## config.mk

```make
export PLATFORM = sky130hd
export DESIGN_NAME = rvc_imem_loader
export DESIGN_NICKNAME = d
export VERILOG_FILES = /design/src/rtl/param_pkg.sv /design/src/rtl/rvc_imem_loader_packer.sv /design/src/rtl/rvc_imem_loader.sv
export SDC_FILE = /design/constraint.sdc
export NUM_CORES = 1
export LEC_CHECK = 0
export ABC_AREA = 1
export CAP_MARGIN = 0
export CORE_MARGIN = 8
export CORE_UTILIZATION = 30
export DETAILED_ROUTE_END_ITERATION = 6
export DONT_BUFFER_PORTS = 1
export PLACE_DENSITY = 0.44
export SYNTH_ARGS = -nofsm -noshare
export SYNTH_HDL_FRONTEND = slang
export SYNTH_SLANG_ARGS = --single-unit
```

## constraint.sdc

```tcl
create_clock -name Clk -period 2.6 [get_ports Clk]
set_clock_uncertainty 0.1 [all_clocks]
set_input_delay 0.39 -clock Clk [delete_from_list [all_inputs] [get_ports Clk]]
set_output_delay 0.39 -clock Clk [all_outputs]
set_load 0.05 [all_outputs]
```

## src/rtl/param_pkg.sv

```systemverilog
// Shared loader types plus the reset/enable flop macros.
// Optional checksum support is enabled with RVC_LOADER_CSUM_EN.
`ifndef RVC_RST_MSFF
`define RVC_RST_MSFF(q, d, clk, rstN, rv) \
  always_ff @(posedge clk or negedge rstN) \
    if (!rstN) q <= (rv); \
    else q <= (d);
`endif

`ifndef RVC_EN_MSFF
`define RVC_EN_MSFF(q, d, en, clk, rstN, rv) \
  always_ff @(posedge clk or negedge rstN) \
    if (!rstN) q <= (rv); \
    else if (en) q <= (d);
`endif

package param_pkg;

  typedef enum logic [2:0] {
    IDLE,
    LEN,
    DATA,
    CSUM,
    DONE,
    ERR
  } t_loader_state;

  function automatic logic isLoading(
    input t_loader_state s
  );
    return (s == LEN) || (s == DATA) ||
           (s == CSUM);
  endfunction

endpackage

```

## src/rtl/rvc_imem_loader_packer.sv

```systemverilog
// Little-endian byte-to-word packer shared by
// the length, payload and checksum fields.
module rvc_byte_packer
  import param_pkg::*;
(
  input  logic        Clk,
  input  logic        Rst,
  input  logic        Clear,
  input  logic        ByteEn,
  input  logic [7:0]  RxByte,
  output logic        WordValid,
  output logic [31:0] Word
);

  logic [1:0]  byteCnt;
  logic [1:0]  byteCntNext;
  logic [23:0] shiftReg;

  always_comb begin
    byteCntNext = byteCnt;
    if (Clear)
      byteCntNext = 2'd0;
    else if (ByteEn)
      byteCntNext = byteCnt + 2'd1;
  end

  `RVC_RST_MSFF(byteCnt, byteCntNext, Clk, Rst, 2'd0)

  // Newest byte enters at the top so byte 0 ends up in [7:0].
  `RVC_EN_MSFF(shiftReg, Word[31:8], ByteEn, Clk, Rst, 24'd0)

  assign Word      = {RxByte, shiftReg};
  assign WordValid = ByteEn && (byteCnt == 2'd3);

endmodule

```

## src/rtl/rvc_imem_loader.sv

```systemverilog
// Boot loader: byte stream -> I_MEM words, core held in reset.
// Define RVC_LOADER_CSUM_EN to require a trailing checksum.
module rvc_imem_loader
  import param_pkg::*;
#(
  parameter int          MEM_WORDS = 1024,
  parameter logic [31:0] BASE_ADDR = 32'h0
) (
  input  logic        Clk,
  input  logic        Rst,
  input  logic        LoadStart,
  input  logic        RxValid,
  input  logic [7:0]  RxByte,
  output logic        RxReady,
  output logic        ImemWrEn,
  output logic [31:0] ImemWrAddr,
  output logic [31:0] ImemWrData,
  output logic        CoreRst,
  output logic        Busy,
  output logic        Done,
  output logic        Error
);

  localparam int IW = $clog2(MEM_WORDS) + 1;
  localparam logic [31:0] MAX_WORDS = 32'(MEM_WORDS);

  t_loader_state state;
  logic [IW-1:0] wordIdx;
  logic [IW-1:0] wordCnt;
  logic          byteEn;
  logic          startAcc;
  logic          wordValid;
  logic [31:0]   word;
  logic          lastWord;
`ifdef RVC_LOADER_CSUM_EN
  logic [31:0]   sum;
`endif

  assign RxReady  = isLoading(state);
  assign Busy     = isLoading(state);
  assign byteEn   = RxValid && RxReady;
  assign startAcc = LoadStart && !Busy;
  assign lastWord = wordIdx == (wordCnt - IW'(1));

  rvc_byte_packer u_packer (
    .Clk       (Clk),
    .Rst       (Rst),
    .Clear     (startAcc),
    .ByteEn    (byteEn),
    .RxByte    (RxByte),
    .WordValid (wordValid),
    .Word      (word)
  );

  always_ff @(posedge Clk or negedge Rst) begin
    if (!Rst) begin
      state      <= IDLE;
      ImemWrEn   <= 1'b0;
      ImemWrAddr <= 32'h0;
      ImemWrData <= 32'h0;
      CoreRst    <= 1'b1;
      Done       <= 1'b0;
      Error      <= 1'b0;
      wordIdx    <= '0;
      wordCnt    <= '0;
`ifdef RVC_LOADER_CSUM_EN
      sum        <= 32'h0;
`endif
    end else begin
      ImemWrEn <= 1'b0;
      unique case (state)
        IDLE, DONE, ERR: begin
          if (LoadStart) begin
            state   <= LEN;
            Done    <= 1'b0;
            Error   <= 1'b0;
            CoreRst <= 1'b1;
            wordIdx <= '0;
`ifdef RVC_LOADER_CSUM_EN
            sum     <= 32'h0;
`endif
          end else if (state == DONE) begin
            // One cycle in DONE lets the last write retire first.
            Done    <= 1'b1;
            CoreRst <= 1'b0;
          end
        end
        LEN: begin
          if (wordValid) begin
            if (word == 32'h0 || word > MAX_WORDS) begin
              state <= ERR;
              Error <= 1'b1;
            end else begin
              wordCnt <= word[IW-1:0];
              state   <= DATA;
            end
          end
        end
        DATA: begin
          if (wordValid) begin
            ImemWrEn   <= 1'b1;
            ImemWrAddr <= BASE_ADDR + (32'(wordIdx) << 2);
            ImemWrData <= word;
            wordIdx    <= wordIdx + IW'(1);
`ifdef RVC_LOADER_CSUM_EN
            sum        <= sum + word;
            if (lastWord)
              state <= CSUM;
`else
            if (lastWord)
              state <= DONE;
`endif
          end
        end
`ifdef RVC_LOADER_CSUM_EN
        CSUM: begin
          if (wordValid) begin
            if (word == sum) begin
              state <= DONE;
            end else begin
              state <= ERR;
              Error <= 1'b1;
            end
          end
        end
`endif
        default: state <= IDLE;
      endcase
    end
  end

endmodule

```

==> flow_metrics.tcl <==
set metrics [dict create \
    post-route-min-period_ns 2.15 \
    required_ns 2.75 \
    crit_cells 12 \
    synthArstFlopShare 1.00 \
    wire_per_inst_um 15.1 \
    grt.met1_usage 0.136 \
    violated_checks "negative hold slack" \
    post_synth_mux_area_share 0 \
    synth-edff-count 0 \
    setup_total_negative_slack_ns 0 \
    grt_pass1_vias 3483 \
    layout.cells.most_common "sky130_fd_sc_hd__nand2_1" \
    timing_hold_violations_final 98 \
    report.final.slew_viol_count 0 \
    clk_pin_slew_ns 0.07 \
    critical_path_peak_fanout 9 \
    total_power_mw 4.30 \
    path_buf_inv 1 \
    placeableCoreArea_um2 15100 \
    synthCells 546 \
    critical_path.top_delay_family "simple AND/OR/NAND/NOR gates" \
    max_freq_ghz 0.466 \
    synth_compound_area_frac 0.110 \
    wirelength_um 11000 \
    clockBufferDepth 2 \
    type_of_the_worst_setup_path "flop to flop" \
    irDropWorstVdd_mv 0.296 \
    io_buffers 0 \
    number_of_antenna_violations_at_the_first_check_in_global_routing 0 \
    combinational_family_with_the_most_area_after_synthesis "simple AND/OR/NAND/NOR gates" \
    critical_path.cell_chain "inv_1, ha_1, nand2_1, nor2_1, xor2_1, nand2_1, nor2_1, nand3_1, nand2_1, nand2_1, nand2_1, nand2_1" \
    regToRegStartpoint "wordCnt[0]$_DFFE_PN0P_" \
    worst_pin_slew_ns 0.626 \
    grt_total_usage 0.118 \
    ys.warnings.count 0 \
    clkSinkCount 98 \
    sequential_share_of_the_synthesized_area 0.528 \
    clock_tree_from_tritoncts "built" \
    critPathLaunch "wordCnt[0]$_DFFE_PN0P_" \
    area.growth.synth_to_final_pct 8.62 \
    r2r_end "state[1]$_DFFE_PN0P_" \
    cellPowerDensity_nw_per_um2 852 \
    synth_xor_area_frac 0.0226 \
    grt.busiest_layer "met2" \
    fin_util 0.333 \
    drt-pass1-iter-count 4 \
    drt_iter0_drc 150 \
    hold_class "primary input to async pin" \
    post_synth.cell_area_avg_um2 8.51 \
    die_wd_um 140 \
    dominantRegCellSynth "sky130_fd_sc_hd__dfrtp_1" \
    status "finished with violations" \
    cp_slowest_stage_delay_ns 0.40 \
    dieHeight_um 140 \
    clk_latency_ns 0.35 \
    timing.hold.ws_ns -0.375 \
    data_arrival_time_of_the_critical_path_ns 2.30 \
    final_cell_mix "sky130_fd_sc_hd__nand2_1, sky130_fd_sc_hd__dfrtp_1, sky130_fd_sc_hd__o21ai_0" \
    tritoncts.num_buffers 9 \
    ys_types 34 \
    setup_slack_on_the_worst_flop_to_flop_path_ns 0.45 \
    timing.max_cap.violations 0 \
    n_fill_cell 1601 \
    grt_pass1_wl_um 18200 \
    std_cell_rows 45 \
    fraction_of_layout_cells_with_a_size_suffix_above_1 0.0735 \
    route.antenna.remaining_nets 0 \
    drcViolationCount 0 \
    crit_end "state[1]$_DFFE_PN0P_" \
    synth_area_um2 4640 \
    diodes 0 \
    setup_viol 0 \
    dpl.hpwl_um 7990 \
    relSlewSlack 0.582 \
    nNetsFinal 554 \
    global_route.usage.met3 0.0418 \
    use_met2 0.191 \
    critPathMostFrequentCell "sky130_fd_sc_hd__nand2_1" \
    placed_cells 716 \
    floorplan.io_pins 82 \
    leakagePower_nw 2.43 \
    grt.overflow.total 0 \
    place.gp.congestion 0.749 \
    crit_slowest_cell "sky130_fd_sc_hd__dfrtp_1" \
    initial_core_util 0.307 \
    filler_free_cell_count_of_the_finished_design 732 \
    clk_root_buffer_cell "sky130_fd_sc_hd__clkbuf_16" \
    grt_start_max_net_pins 99 \
    crit_path_start_kind "flop" \
    synth_largest_type_area_fraction 0.523 \
    timing.critical_path.to_type "flop" \
    synth.top_cells.by_area "sky130_fd_sc_hd__dfrtp_1, sky130_fd_sc_hd__nand2_1, sky130_fd_sc_hd__o21ai_0, sky130_fd_sc_hd__inv_1, sky130_fd_sc_hd__buf_4" \
    worst-r2r-cell-count 12 \
    rsz_0062_raised_after_global_routing "false" \
    detail_route.vias_per_cell 4.62 \
    post-synth-top-area-cell "sky130_fd_sc_hd__dfrtp_1" \
    synth_simple_gate_area_frac 0.220 \
    finalCritPeriodShare 0.825 \
    route.vias.total 3385 \
    dieArea_um2 19700 \
    synth_adder_area_share 0.00808 \
    synth.ff_latch_count 98 \
    cts.htree.levels 3 \
]
==> routing by layer <==
metal / wire, µm / share of wire / vias to the layer above
met1: 4870 / 0.44 / 1616
met4: 206 / 0.019 / 0
met5: 0 / 0 / -
met3: 748 / 0.068 / 10
li1: - / - / 1693
met2: 5210 / 0.47 / 66
==> cell families (layout without fill, tap and decap cells) <==
logic type / count (synthesis) / in the layout
and+or+nand+nor: 231 / 231
buffers and inverters: 105 / 83
other: 1 / 21
DFF: 98 / 98
xor gates and xnor gates: 12 / 12
AOI/OAI and AO/OA: 96 / 96
adders and majority gates: 3 / 3
==> sequential cells by signal (all words and copies together) (netlist names) <==
register           flops
u_packer.byteCnt       2
CoreRst                1
wordIdx               11
Error                  1
ImemWrAddr            11
ImemWrEn               1
wordCnt               11
state                  3
Done                   1
u_packer.shiftReg     24
ImemWrData            32
==> area by class of cell <==
cell class                      instances  area (µm²)  share of cell area
Clock buffer                           10         229              0.0454
Clock inverter                          6        96.3              0.0191
Inverter                               64         241              0.0479
Multi-Input combinational cell        363        1750               0.348
Sequential cell                        98        2450               0.486
Tap cell                              188         235              0.0466
Timing Repair Buffer                    3        35.0             0.00694
==> through the flow <==
step | setup slack, ns | instance area (µm²)
floorplan | 0.765 | 4720
global placement | 0.483 | 4720
detailed placement | 0.420 | 4720
CTS | 0.427 | 5040
global route | 0.194 | 5040
finish | 0.454 | 5040
==> report_power, final <==
group	internal, mW	switching (mW)	leakage, nW
clock network	0.858	0.625	0.156
logic	0.236	0.662	0.946
registers	1.72	0.195	1.33
total	2.82	1.48	2.43
==> worst min path at each step <==
stage	slack [ns]	endpoint	start
4_1_cts	-0.39	u_packer.shiftReg[5]$_DFFE_PN0P_	Rst
6_report	-0.37	ImemWrData[1]$_DFFE_PN0P_	Rst
3_5_place_dp	-0.0003	ImemWrData[1]$_DFFE_PN0P_	Rst
5_1_grt	-0.40	ImemWrData[1]$_DFFE_PN0P_	Rst
2_1_floorplan	-0.006	Done$_DFFE_PN0P_	Rst
3_3_place_gp	0.00006	ImemWrData[1]$_DFFE_PN0P_	Rst
==> cells in the mapped netlist, types with 3 or more instances <==
| cell type | n |
|---|---|
| sky130_fd_sc_hd__buf_2 | 9 |
| sky130_fd_sc_hd__buf_4 | 22 |
| sky130_fd_sc_hd__buf_6 | 3 |
| sky130_fd_sc_hd__clkbuf_1 | 7 |
| sky130_fd_sc_hd__dfrtp_1 | 97 |
| sky130_fd_sc_hd__ha_1 | 3 |
| sky130_fd_sc_hd__inv_1 | 58 |
| sky130_fd_sc_hd__inv_2 | 5 |
| sky130_fd_sc_hd__nand2_1 | 146 |
| sky130_fd_sc_hd__nand2_2 | 4 |
| sky130_fd_sc_hd__nand3_1 | 23 |
| sky130_fd_sc_hd__nand4_1 | 10 |
| sky130_fd_sc_hd__nor2_1 | 27 |
| sky130_fd_sc_hd__nor2_4 | 3 |
| sky130_fd_sc_hd__nor3_1 | 5 |
| sky130_fd_sc_hd__nor4_1 | 5 |
| sky130_fd_sc_hd__o21ai_0 | 76 |
| sky130_fd_sc_hd__o21ai_1 | 13 |
| sky130_fd_sc_hd__xnor2_1 | 4 |
| sky130_fd_sc_hd__xor2_1 | 8 |
==> repair_timing <==
action | CTS | global route
gates resized for setup | 0 | 0
buffers inserted | 0 | 0
hold endpoints to repair | 98 | 98
Note: power is estimated with default switching activity, not from simulation.
